`config.mk`:
```
export PLATFORM = sky130hd
export DESIGN_NAME = jpeg_pixel_capture_flat
export DESIGN_NICKNAME = d
export VERILOG_FILES = /design/src/rtl/jpeg_capture_pkg.sv /design/src/rtl/jpeg_pixel_capture_if.sv /design/src/rtl/jpeg_capture_fifo.sv /design/src/rtl/jpeg_pixel_capture.sv /design/src/flat_wrapper.sv
export SDC_FILE = /design/constraint.sdc
export NUM_CORES = 2
export LEC_CHECK = 0
export CAP_MARGIN = 20
export CORE_UTILIZATION = 40
export DETAILED_ROUTE_END_ITERATION = 8
export HOLD_SLACK_MARGIN = 0.15
export PLACE_DENSITY_LB_ADDON = 0.05
export SKIP_CTS_REPAIR_TIMING = 1
export SLEW_MARGIN = 20
export SYNTH_ARGS = -nofsm -noshare
export SYNTH_HDL_FRONTEND = slang
export SYNTH_SLANG_ARGS = --single-unit
```
`constraint.sdc`:
```
create_clock -name clk -period 10.15 [get_ports clk]
set_input_delay 2.03 -clock clk [delete_from_list [all_inputs] [get_ports clk]]
set_output_delay 2.03 -clock clk [all_outputs]
set_load 0.1 [all_outputs]
```
`src/rtl/jpeg_capture_pkg.sv`:
```
// Shared constants, frame states and pixel helpers for the JPEG pixel capture block.
package jpeg_capture_pkg;

    localparam logic FMT_RGB888 = 1'b0;
    localparam logic FMT_RGB565 = 1'b1;

    typedef enum logic [1:0] {
        ST_IDLE   = 2'd0,
        ST_ACTIVE = 2'd1,
        ST_DRAIN  = 2'd2
    } frame_state_t;

    localparam logic [31:0] CRC_POLY = 32'h04C11DB7;
    localparam logic [31:0] CRC_INIT = 32'hFFFFFFFF;

    function automatic logic [15:0] pack_rgb565(input logic [7:0] r, input logic [7:0] g,
                                                input logic [7:0] b);
        return {r[7:3], g[7:2], b[7:3]};
    endfunction

    // Non-reflected CRC-32 step over one pixel, consuming {R,G,B} MSB first.
    function automatic logic [31:0] crc32_rgb(input logic [31:0] crc, input logic [23:0] rgb);
        logic [31:0] c;
        c = crc;
        for (int i = 23; i >= 0; i--) begin
            if (c[31] ^ rgb[i]) c = {c[30:0], 1'b0} ^ CRC_POLY;
            else                c = {c[30:0], 1'b0};
        end
        return c;
    endfunction

endpackage

```
`src/rtl/jpeg_pixel_capture_if.sv`:
```
// Memory write port of the pixel capture: valid/ready word writes with byte enables.
interface jpeg_pixel_capture_if #(
    parameter int ADDR_W = 24
);
    logic              MemValid;
    logic              MemReady;
    logic [ADDR_W-1:0] MemAddr;
    logic [31:0]       MemData;
    logic [3:0]        MemStrb;

    modport master (output MemValid, MemAddr, MemData, MemStrb, input MemReady);
    modport slave  (input MemValid, MemAddr, MemData, MemStrb, output MemReady);
endinterface

```
`src/rtl/jpeg_capture_fifo.sv`:
```
// Synchronous first-word fall-through FIFO; a push on a full FIFO succeeds when a pop happens in the same cycle.
module jpeg_capture_fifo #(
    parameter int WIDTH = 8,
    parameter int DEPTH = 16
) (
    input  logic             clk,
    input  logic             rst,
    input  logic             push,
    input  logic             pop,
    input  logic [WIDTH-1:0] wdata,
    output logic [WIDTH-1:0] rdata,
    output logic             full,
    output logic             empty
);
    localparam int AW = $clog2(DEPTH);

    logic [WIDTH-1:0] store [DEPTH];
    logic [AW:0]      wr_ptr;
    logic [AW:0]      rd_ptr;
    logic             do_push;
    logic             do_pop;

    // Pointers carry one extra wrap bit so full and empty are distinguishable.
    assign empty   = (wr_ptr == rd_ptr);
    assign full    = (wr_ptr[AW] != rd_ptr[AW]) && (wr_ptr[AW-1:0] == rd_ptr[AW-1:0]);
    assign do_pop  = pop && !empty;
    assign do_push = push && (!full || do_pop);
    assign rdata   = store[rd_ptr[AW-1:0]];

    always_ff @(posedge clk) begin
        if (rst) begin
            wr_ptr <= '0;
            rd_ptr <= '0;
        end else begin
            if (do_push) wr_ptr <= wr_ptr + (AW+1)'(1);
            if (do_pop)  rd_ptr <= rd_ptr + (AW+1)'(1);
        end
    end

    always_ff @(posedge clk) begin
        if (do_push) store[wr_ptr[AW-1:0]] <= wdata;
    end

endmodule

```
`src/rtl/jpeg_pixel_capture.sv`:
```
// Captures the decoder pixel stream, formats each pixel into a frame-buffer word write and queues it to memory.
// Optional macro JPEG_CAPTURE_CRC_EN adds a running per-frame CRC-32 on FrameCrc.
module jpeg_pixel_capture
    import jpeg_capture_pkg::*;
#(
    parameter int ADDR_W     = 24,
    parameter int FIFO_DEPTH = 16,
    parameter int DIM_W      = 16
) (
    input  logic                 clk,
    input  logic                 rst,
    input  logic                 FrameStart,
    input  logic                 Format,
    input  logic [ADDR_W-1:0]    BaseAddr,
    input  logic                 PixEnable,
    input  logic [DIM_W-1:0]     PixWidth,
    input  logic [DIM_W-1:0]     PixHeight,
    input  logic [DIM_W-1:0]     PixX,
    input  logic [DIM_W-1:0]     PixY,
    input  logic [7:0]           PixR,
    input  logic [7:0]           PixG,
    input  logic [7:0]           PixB,
    jpeg_pixel_capture_if.master mem,
    output logic                 Busy,
    output logic                 FrameDone,
    output logic                 Overflow,
    output logic                 RangeErr,
    output logic [2*DIM_W-1:0]   PixCount,
    output logic [31:0]          FrameCrc
);
    localparam int IW = 2 * DIM_W;
    localparam int EW = ADDR_W + 36;

    logic              fmt_q;
    logic [ADDR_W-1:0] base_q;
    logic              in_range;
    logic              s1_valid, s2_valid;
    logic [DIM_W-1:0]  s1_x, s1_y, s1_w;
    logic [23:0]       s1_rgb, s2_rgb;
    logic [IW-1:0]     s2_idx;
    logic [ADDR_W-1:0] s3_addr;
    logic [31:0]       s3_data;
    logic [3:0]        s3_strb;
    logic              push, pop, push_ok;
    logic              fifo_full, fifo_empty;
    logic [EW-1:0]     fifo_rdata;
    logic [IW-1:0]     frame_total;
    frame_state_t      state_q, state_d;
    logic              done_d;

    assign in_range = (PixX < PixWidth) && (PixY < PixHeight);

    always_ff @(posedge clk) begin
        if (rst) begin
            fmt_q  <= FMT_RGB888;
            base_q <= '0;
        end else if (FrameStart) begin
            fmt_q  <= Format;
            base_q <= BaseAddr;
        end
    end

    // FrameStart flushes stage 2 but the same-cycle pixel still enters stage 1 for the new frame.
    always_ff @(posedge clk) begin
        if (rst) begin
            s1_valid <= 1'b0;
            s2_valid <= 1'b0;
        end else begin
            s1_valid <= PixEnable && in_range;
            s2_valid <= s1_valid && !FrameStart;
        end
    end

    always_ff @(posedge clk) begin
        s1_x   <= PixX;
        s1_y   <= PixY;
        s1_w   <= PixWidth;
        s1_rgb <= {PixR, PixG, PixB};
        s2_idx <= IW'(s1_w) * IW'(s1_y) + IW'(s1_x);
        s2_rgb <= s1_rgb;
    end

    always_comb begin
        s3_addr = base_q + ADDR_W'(s2_idx);
        s3_data = {8'h00, s2_rgb};
        s3_strb = 4'hF;
        if (fmt_q == FMT_RGB565) begin
            s3_addr = base_q + ADDR_W'(s2_idx >> 1);
            s3_data = {2{pack_rgb565(s2_rgb[23:16], s2_rgb[15:8], s2_rgb[7:0])}};
            s3_strb = s2_idx[0] ? 4'b1100 : 4'b0011;
        end
    end

    assign push    = s2_valid && !FrameStart;
    assign pop     = !fifo_empty && mem.MemReady;
    assign push_ok = push && (!fifo_full || pop);

    jpeg_capture_fifo #(.WIDTH(EW), .DEPTH(FIFO_DEPTH)) u_fifo (
        .clk   (clk),
        .rst   (rst),
        .push  (push),
        .pop   (pop),
        .wdata ({s3_addr, s3_data, s3_strb}),
        .rdata (fifo_rdata),
        .full  (fifo_full),
        .empty (fifo_empty)
    );

    assign mem.MemValid = !fifo_empty;
    assign mem.MemAddr  = fifo_empty ? '0 : fifo_rdata[EW-1 -: ADDR_W];
    assign mem.MemData  = fifo_empty ? '0 : fifo_rdata[35:4];
    assign mem.MemStrb  = fifo_empty ? '0 : fifo_rdata[3:0];
    assign Busy         = s1_valid || s2_valid || !fifo_empty;

    always_ff @(posedge clk) begin
        if (rst) begin
            PixCount <= '0;
            Overflow <= 1'b0;
            RangeErr <= 1'b0;
        end else if (FrameStart) begin
            PixCount <= '0;
            Overflow <= 1'b0;
            RangeErr <= PixEnable && !in_range;
        end else begin
            if (push_ok)               PixCount <= PixCount + IW'(1);
            if (push && !push_ok)      Overflow <= 1'b1;
            if (PixEnable && !in_range) RangeErr <= 1'b1;
        end
    end

    assign frame_total = IW'(PixWidth) * IW'(PixHeight);

    always_ff @(posedge clk) begin
        if (rst) begin
            state_q   <= ST_IDLE;
            FrameDone <= 1'b0;
        end else begin
            state_q   <= state_d;
            FrameDone <= done_d;
        end
    end

    // FrameStart overrides everything, so an abandoned drain never reports completion.
    always_comb begin
        state_d = state_q;
        done_d  = 1'b0;
        unique case (state_q)
            ST_IDLE:   state_d = ST_IDLE;
            ST_ACTIVE: if (PixCount == frame_total) state_d = ST_DRAIN;
            ST_DRAIN: begin
                if (!Busy) begin
                    state_d = ST_IDLE;
                    done_d  = 1'b1;
                end
            end
            default:   state_d = ST_IDLE;
        endcase
        if (FrameStart) begin
            state_d = ST_ACTIVE;
            done_d  = 1'b0;
        end
    end

`ifdef JPEG_CAPTURE_CRC_EN
    logic [31:0] crc_q;

    always_ff @(posedge clk) begin
        if (rst)             crc_q <= '0;
        else if (FrameStart) crc_q <= CRC_INIT;
        else if (push_ok)    crc_q <= crc32_rgb(crc_q, s2_rgb);
    end

    assign FrameCrc = crc_q;
`else
    assign FrameCrc = '0;
`endif

endmodule

```
`src/flat_wrapper.sv`:
```
// flat-port wrapper written by rule: the top's interface ports become plain ports
module jpeg_pixel_capture_flat import jpeg_capture_pkg::*;
#(
    parameter int ADDR_W     = 24,
    parameter int FIFO_DEPTH = 16,
    parameter int DIM_W      = 16
)
  (clk, rst, FrameStart, Format, BaseAddr, PixEnable, PixWidth, PixHeight, PixX, PixY, PixR, PixG, PixB, Busy, FrameDone, Overflow, RangeErr, PixCount, FrameCrc, mem_MemValid, mem_MemAddr, mem_MemData, mem_MemStrb, mem_MemReady);
  jpeg_pixel_capture_if #(.ADDR_W(ADDR_W)) mem_i ();
  input  logic clk;
  input  logic rst;
  input  logic FrameStart;
  input  logic Format;
  input  logic [ADDR_W-1:0] BaseAddr;
  input  logic PixEnable;
  input  logic [DIM_W-1:0] PixWidth;
  input  logic [DIM_W-1:0] PixHeight;
  input  logic [DIM_W-1:0] PixX;
  input  logic [DIM_W-1:0] PixY;
  input  logic [7:0] PixR;
  input  logic [7:0] PixG;
  input  logic [7:0] PixB;
  output logic Busy;
  output logic FrameDone;
  output logic Overflow;
  output logic RangeErr;
  output logic [2*DIM_W-1:0] PixCount;
  output logic [31:0] FrameCrc;
  output wire logic [$bits(mem_i.MemValid)-1:0] mem_MemValid;
  output wire logic [$bits(mem_i.MemAddr)-1:0] mem_MemAddr;
  output wire logic [$bits(mem_i.MemData)-1:0] mem_MemData;
  output wire logic [$bits(mem_i.MemStrb)-1:0] mem_MemStrb;
  input wire logic [$bits(mem_i.MemReady)-1:0] mem_MemReady;
  assign mem_MemValid = mem_i.MemValid;
  assign mem_MemAddr = mem_i.MemAddr;
  assign mem_MemData = mem_i.MemData;
  assign mem_MemStrb = mem_i.MemStrb;
  assign mem_i.MemReady = mem_MemReady;
  jpeg_pixel_capture #(.ADDR_W(ADDR_W), .FIFO_DEPTH(FIFO_DEPTH), .DIM_W(DIM_W)) u_core (.clk(clk), .rst(rst), .FrameStart(FrameStart), .Format(Format), .BaseAddr(BaseAddr), .PixEnable(PixEnable), .PixWidth(PixWidth), .PixHeight(PixHeight), .PixX(PixX), .PixY(PixY), .PixR(PixR), .PixG(PixG), .PixB(PixB), .mem(mem_i), .Busy(Busy), .FrameDone(FrameDone), .Overflow(Overflow), .RangeErr(RangeErr), .PixCount(PixCount), .FrameCrc(FrameCrc));
endmodule
```
* After elaboration in Yosys (flattened, before gate mapping)
Memory sizes are Yosys's and may differ from the RTL's. A register that Yosys moved wholly into a read port is not among the register bits.
Cells that the tools add are included.
Widths: inputs -> output; s select.
** Word-level totals
- Bits of input ports :: 118
- Bits in writable memories :: 960
- Bits in read-only memories :: 0
- Register bits :: 195
- Latch bits :: 0
- Memories kept :: 1
** Memory list
- u_core.u_fifo.store :: words 16, width 60, rd ports 1, clocked after memory_dff 1, wr ports 1, line jpeg_capture_fifo.sv:17 : logic [WIDTH-1:0] store [DEPTH];
** Operators by class
- $lt $le $gt $ge :: 2
- Bitwise logic cells :: 1
- Reductions and logical operators :: 25
- $mul :: 2
- Equality and inequality tests :: 10
- Shift-type cells :: 0
- Muxes and demuxes :: 18
- $add $sub $neg :: 6
- Divide/modulo/power cells :: 0
** Operators with widths (count)
- $mux 32 :: 2
- $add 24x24->24 :: 2
- $mux 24 :: 2
- $add 32x1->32 const B :: 1
- $eq 32x32->1 :: 1
- $lt 16x16->1 :: 2
- $mul 16x16->32 :: 1
- $add 25x16->25 :: 1
- $mul 16x16->25 :: 1
- $mux 4 :: 5
- $logic_and 1x1->1 :: 11
- $add 5x1->5 const B :: 2
- $mux 1 :: 6
- $eq 5x5->1 :: 1
- $logic_not 1->1 :: 5
- $eq 4x4->1 :: 1
- $logic_or 1x1->1 :: 4
- $mux 2 :: 2
- $pmux 2 s2 :: 1
- $reduce_and 2->1 :: 2
- $ne 3x2->1 const B :: 1
- $ne 3x3->1 const B :: 1
- $reduce_or 3->1 :: 1
- $eq 2x1->1 const B :: 1
- other kinds (7) :: 7

* Longest topological paths before layout
- Word-level depth :: 8
- Depth in mapped cells :: 25

* Hierarchy
From an unflattened synthesis, not the netlist that was laid out.
** Second synthesis, totals
- Cell total of the unflattened synthesis :: 4199
- Area, all modules :: 61297.5 um^2
** By module, submodules not included
- jpeg_capture_fifo :: area an instance 36795.3 um^2, cells an instance 1416, seq. area each 29107.9 um^2, times used 1
- jpeg_pixel_capture :: area an instance 24502.2 um^2, cells an instance 2783, seq. area each 3703.6 um^2, times used 1

* Worst setup path after synthesis
No wires, ideal clock.
- Path kind :: input -> register
- From :: input PixWidth[7]
- To :: register u_core.state_q[0]
- Arrival :: 7.955 ns
- Stages on the path :: 20
- Data required time :: 10.033 ns
- Library setup time :: 0.117 ns
- Slack :: 2.079 ns
- Cells stage by stage :: clkbuf_1 clkbuf_1 nand2_1 fa_1 fa_1 fa_1 fa_1 fa_1 fa_1 inv_1 ha_1 a21oi_2 o21ai_4 nor3_2 or4_1 nor4_1 and4_1 nand4_1 or4_4 a22o_1
** On the way
- Word-level cells in the longest chain between the ends :: 4
** RTL lines
- from (decl) :: line flat_wrapper.sv:16 : input logic [DIM_W-1:0] PixWidth;
- $mul 16x16->32 :: line jpeg_pixel_capture.sv:131 : assign frame_total = IW'(PixWidth) * IW'(PixHeight);
- $eq 32x32->1 :: line jpeg_pixel_capture.sv:149 : ST_ACTIVE: if (PixCount == frame_total) state_d = ST_DRAIN;
- $ne 3x2->1 (no line)
- $reduce_and 2->1 (no line)
- to (signal assigned) :: line jpeg_pixel_capture.sv:138 : state_q <= state_d;
- to (decl) :: line jpeg_pixel_capture.sv:48 : frame_state_t state_q, state_d;
No other way between the ends.
A chain may end at the register's enable or synchronous reset.

* Final worst setup path
- From :: input PixWidth[9]
- To :: register u_core.state_q[0]
Same word-level chain as after synthesis.

==> impl_summary.log <==
INFO  metric run_status = finished, final reports clean
INFO  metric avgSynthCellArea = 14.4 sq um
INFO  metric grt_pass1_vias = 35700
INFO  metric synthesized_netlist_cell_count = 4140
INFO  metric viasPerCell = 5.25
INFO  metric fp.dieArea = about 150000 sq um
INFO  metric maxCapViolCount = 0
INFO  metric rr_worst_depth = 22
INFO  metric worst_hold_slack = 0.324 ns
INFO  metric vias = 33700
INFO  metric yosysWarningCount = 0
INFO  metric final.setup_skew = 0.0617 ns
INFO  metric initial_utilization = 40.4%
INFO  metric filler_cell_count = 13100
INFO  metric slew_headroom = 25.3%
INFO  metric crit_path_frequent_cell = sky130_fd_sc_hd__fa_1
INFO  metric std_cell_rows = 141
INFO  metric power.density = 282 nW/um^2
INFO  metric final_core_utilization = 46.1%
INFO  metric drt_iter0_drc = ~1900
INFO  metric clk_latency = around 0.74 ns
INFO  metric grt_pass1_wl = 236000 um
INFO  metric finalSetupViolCount = 0
INFO  metric crit_cells = 21
INFO  metric drive_gt1_share = 14.2%
INFO  metric crit_path_end_kind = register
INFO  metric cp_num_buf_inv = 4
INFO  metric critical_path.slowest_cell = sky130_fd_sc_hd__clkdlybuf4s50_1
INFO  metric dr.pass1.iters = 5
INFO  metric drc_errors = 0
INFO  metric seq_area = 31900 sq um
INFO  metric cts.sinks = ~1100
INFO  metric cp_data_arrival_time = 9.38 ns
INFO  metric cpPeakStageDelay = 0.97 ns
INFO  metric ir_drop = 0.357 mV
INFO  metric final_nets = 5126
INFO  metric layout-area-overhead-vs-synth = 14.3%
INFO  metric ys_dominant_reg_cell = sky130_fd_sc_hd__edfxtp_1
INFO  metric routed_wirelength_normalized_by_instance_count = roughly 25 um
INFO  metric yosys.cell_types.count = 75
INFO  metric cts_tree = yes
INFO  metric period_needed = 8.81 ns
INFO  metric dp.final_hpwl = roughly 100000 um
INFO  metric dpl_cell_area = approximately 64000 sq um
INFO  metric path_class_of_the_lowest_slack_min_delay_path = register to register
INFO  metric height_of_the_die = 388 um
INFO  metric top_level_ports = 247
INFO  metric multi_input_area = 25500 sq um
INFO  metric worst_endpoint_required_time = 10.72 ns
INFO  metric drt_wl_total = 158000 um
INFO  metric die-width = 388 um
INFO  metric post-route-period-util = 86.8%
INFO  metric worstMarginPinSlew = around 1.1 ns
INFO  metric grt_antenna_before_repair = 15
INFO  metric unrepaired_setup_endpoints_after_global_routing = false
INFO  metric crit_path_cell_trace = clkdlybuf4s50_1, inv_1, nor2_1, fa_1, inv_1, fa_1, fa_1, fa_1, fa_1, fa_1, inv_1, ha_1, a21oi_1, o21ai_0, a21oi_1, nor3_1, nor4_1, and4_1, nand4_1, or4_4, a22o_1
INFO  metric mappedNetlistArea = 59700 sq um
INFO  metric finish.instance_area = between 60000 and 70000 sq um
INFO  metric holdPathStages = 0
INFO  metric timing_hold_violations_final = 0
INFO  metric globalplace.congestion = 0.901
INFO  metric setup.worst_path.start_class = input port
INFO  metric antenna_left = 0
INFO  metric grt_use_total = 21.2%
INFO  metric async_reset_ff_share = 0%
INFO  metric clock_buffers_created_by_tritoncts = 119
INFO  metric critical-path-top-delay-family = adder cells
INFO  metric core_area = 148000 sq um
INFO  metric slew_violations = 0
INFO  metric synth.ff_latch_count = 1127
INFO  metric clockBufferDepth = 3
INFO  metric cts.reportedPaths.clkPinSlew = about 0.060 ns
INFO  metric grt_max_degree = 82
INFO  metric fin_setup_tns = 0 ns
INFO  metric design_power_total = 19.3 mW
INFO  metric yosysSeqAreaShare = 53.3%
INFO  metric gr-total-overflow = 0
INFO  metric worst-setup-path-type = input port to register
INFO  metric synth-edff-count = ~930
INFO  metric placement.io_buffers = 214
INFO  metric critPathMaxFanout = 12
INFO  metric clock.fmax = 0.114 GHz
INFO  metric clock-root-buffer = sky130_fd_sc_hd__clkbuf_16
INFO  metric cts-htree-levels = 3
INFO  metric power_leakage = 25.0 nW
==> final cells by class <==
class                   instances  share of cell area [%]
clock inverters                58                   0.786
repair buffers                295                    4.06
diodes                          3                  0.0110
flip-flops and latches       1127                    46.7
well taps                    1930                    3.54
inverters                     489                    2.69
clock buffers                 166                    4.95
multi-input cells            2353                    37.3
==> per-layer routing <==
layer  up-vias  wire length [um]  track usage (%)
li1      15000                 -                -
met1     17700             69700             29.0
met2       751             77900             35.5
met3       213              7130             3.23
met4        20              3400             4.94
met5         -               138                0
==> registers in the layout (all words and copies together) (netlist names), 16 cells and up, named ones only <==
name,flops
u_core.base_q,24
u_core.s1_w,16
u_core.s2_idx,25
u_core.s1_x,16
u_core.s1_y,16
u_core.PixCount,32
u_core.s2_rgb,24
u_core.u_fifo.store,928
u_core.s1_rgb,24
==> final timing paths <==
check / start / to / slack, ns
max: PixWidth[9] / u_core.state_q[0] / 1.34
min: u_core.s1_rgb[5] / u_core.s2_rgb[5] / 0.32
max reg2reg: u_core.s1_w[8] / u_core.s2_idx[24] / 3.60
min reg2reg: u_core.s1_rgb[5] / u_core.s2_rgb[5] / 0.32
==> cell usage after synthesis, drive strengths merged (3+ instances only) <==
cell type / instances / area (sq um)
a2111oi: 4 / 35.0
a211o: 5 / 43.8
a211oi: 10 / 75.1
a21boi: 4 / 30.0
a21o: 24 / 180
a21oi: 67 / 339
a31oi: 5 / 31.3
and2: 110 / 688
and3: 18 / 113
and4: 4 / 37.5
buf: 64 / 378
clkbuf: 138 / 518
clkinv: 9 / 33.8
dfxtp: 199 / 3980
edfxtp: 928 / 27900
fa: 386 / 7730
ha: 237 / 2970
inv: 480 / 1800
mux2: 33 / 372
mux2i: 36 / 360
mux4: 290 / 6530
nand2: 383 / 1440
nand2b: 20 / 125
nand3: 33 / 165
nand4: 24 / 150
nor2: 215 / 807
nor2b: 77 / 482
nor3: 29 / 150
nor4: 5 / 31.3
o2111ai: 3 / 26.3
o211ai: 15 / 113
o21a: 15 / 113
o21ai: 76 / 392
o21bai: 5 / 37.5
o22ai: 9 / 56.3
o311ai: 3 / 26.3
o41ai: 3 / 33.8
or2: 5 / 31.3
or3: 11 / 68.8
or4: 5 / 41.3
xnor2: 81 / 717
xor2: 48 / 420
==> cell families after synthesis <==
kind of cell	after synthesis	share of synthesized area, %
mux	359	12.2
flops	1127	53.3
compound gates	265	2.83
buf+inv	691	4.57
fa+ha+maj	623	17.9
other cells	1	0.00628
simple gates	945	7.33
xor+xnor	129	1.90
==> metrics by stage <==
stage | instances | setup WS [ns]
5_1_grt | 6418 | 1.09
6_report | 6421 | 1.34
3_3_place_gp | 6193 | 0.840
4_1_cts | 6418 | 1.46
3_5_place_dp | 6194 | 0.776
2_1_floorplan | 4171 | 2.08
==> cell usage in the layout, fill, tap and decap left out, types with 27 or more instances in the layout <==
master,n
sky130_fd_sc_hd__dfxtp_1,194
sky130_fd_sc_hd__clkinv_1,29
sky130_fd_sc_hd__mux2i_1,36
sky130_fd_sc_hd__a21oi_1,66
sky130_fd_sc_hd__clkbuf_1,27
sky130_fd_sc_hd__clkdlybuf4s50_1,211
sky130_fd_sc_hd__inv_1,478
sky130_fd_sc_hd__nand3_1,33
sky130_fd_sc_hd__buf_4,78
sky130_fd_sc_hd__mux4_2,290
sky130_fd_sc_hd__conb_1,32
sky130_fd_sc_hd__fa_1,386
sky130_fd_sc_hd__nor2b_1,76
sky130_fd_sc_hd__clkbuf_16,122
sky130_fd_sc_hd__and2_1,109
sky130_fd_sc_hd__edfxtp_1,928
sky130_fd_sc_hd__o21ai_0,70
sky130_fd_sc_hd__xor2_1,47
sky130_fd_sc_hd__nand2_1,382
sky130_fd_sc_hd__xnor2_1,73
sky130_fd_sc_hd__nor2_1,201
sky130_fd_sc_hd__mux2_2,33
sky130_fd_sc_hd__ha_1,237
==> report_power, final <==
group | switching [mW] | internal, mW | leakage (nW)
combinational | 5.63 | 3.71 | 13.1
sequential | 0.0743 | 5.55 | 10.0
clock | 1.84 | 2.45 | 1.91
total | 7.54 | 11.7 | 25.0
Note: power is estimated with default switching activity, not from simulation.
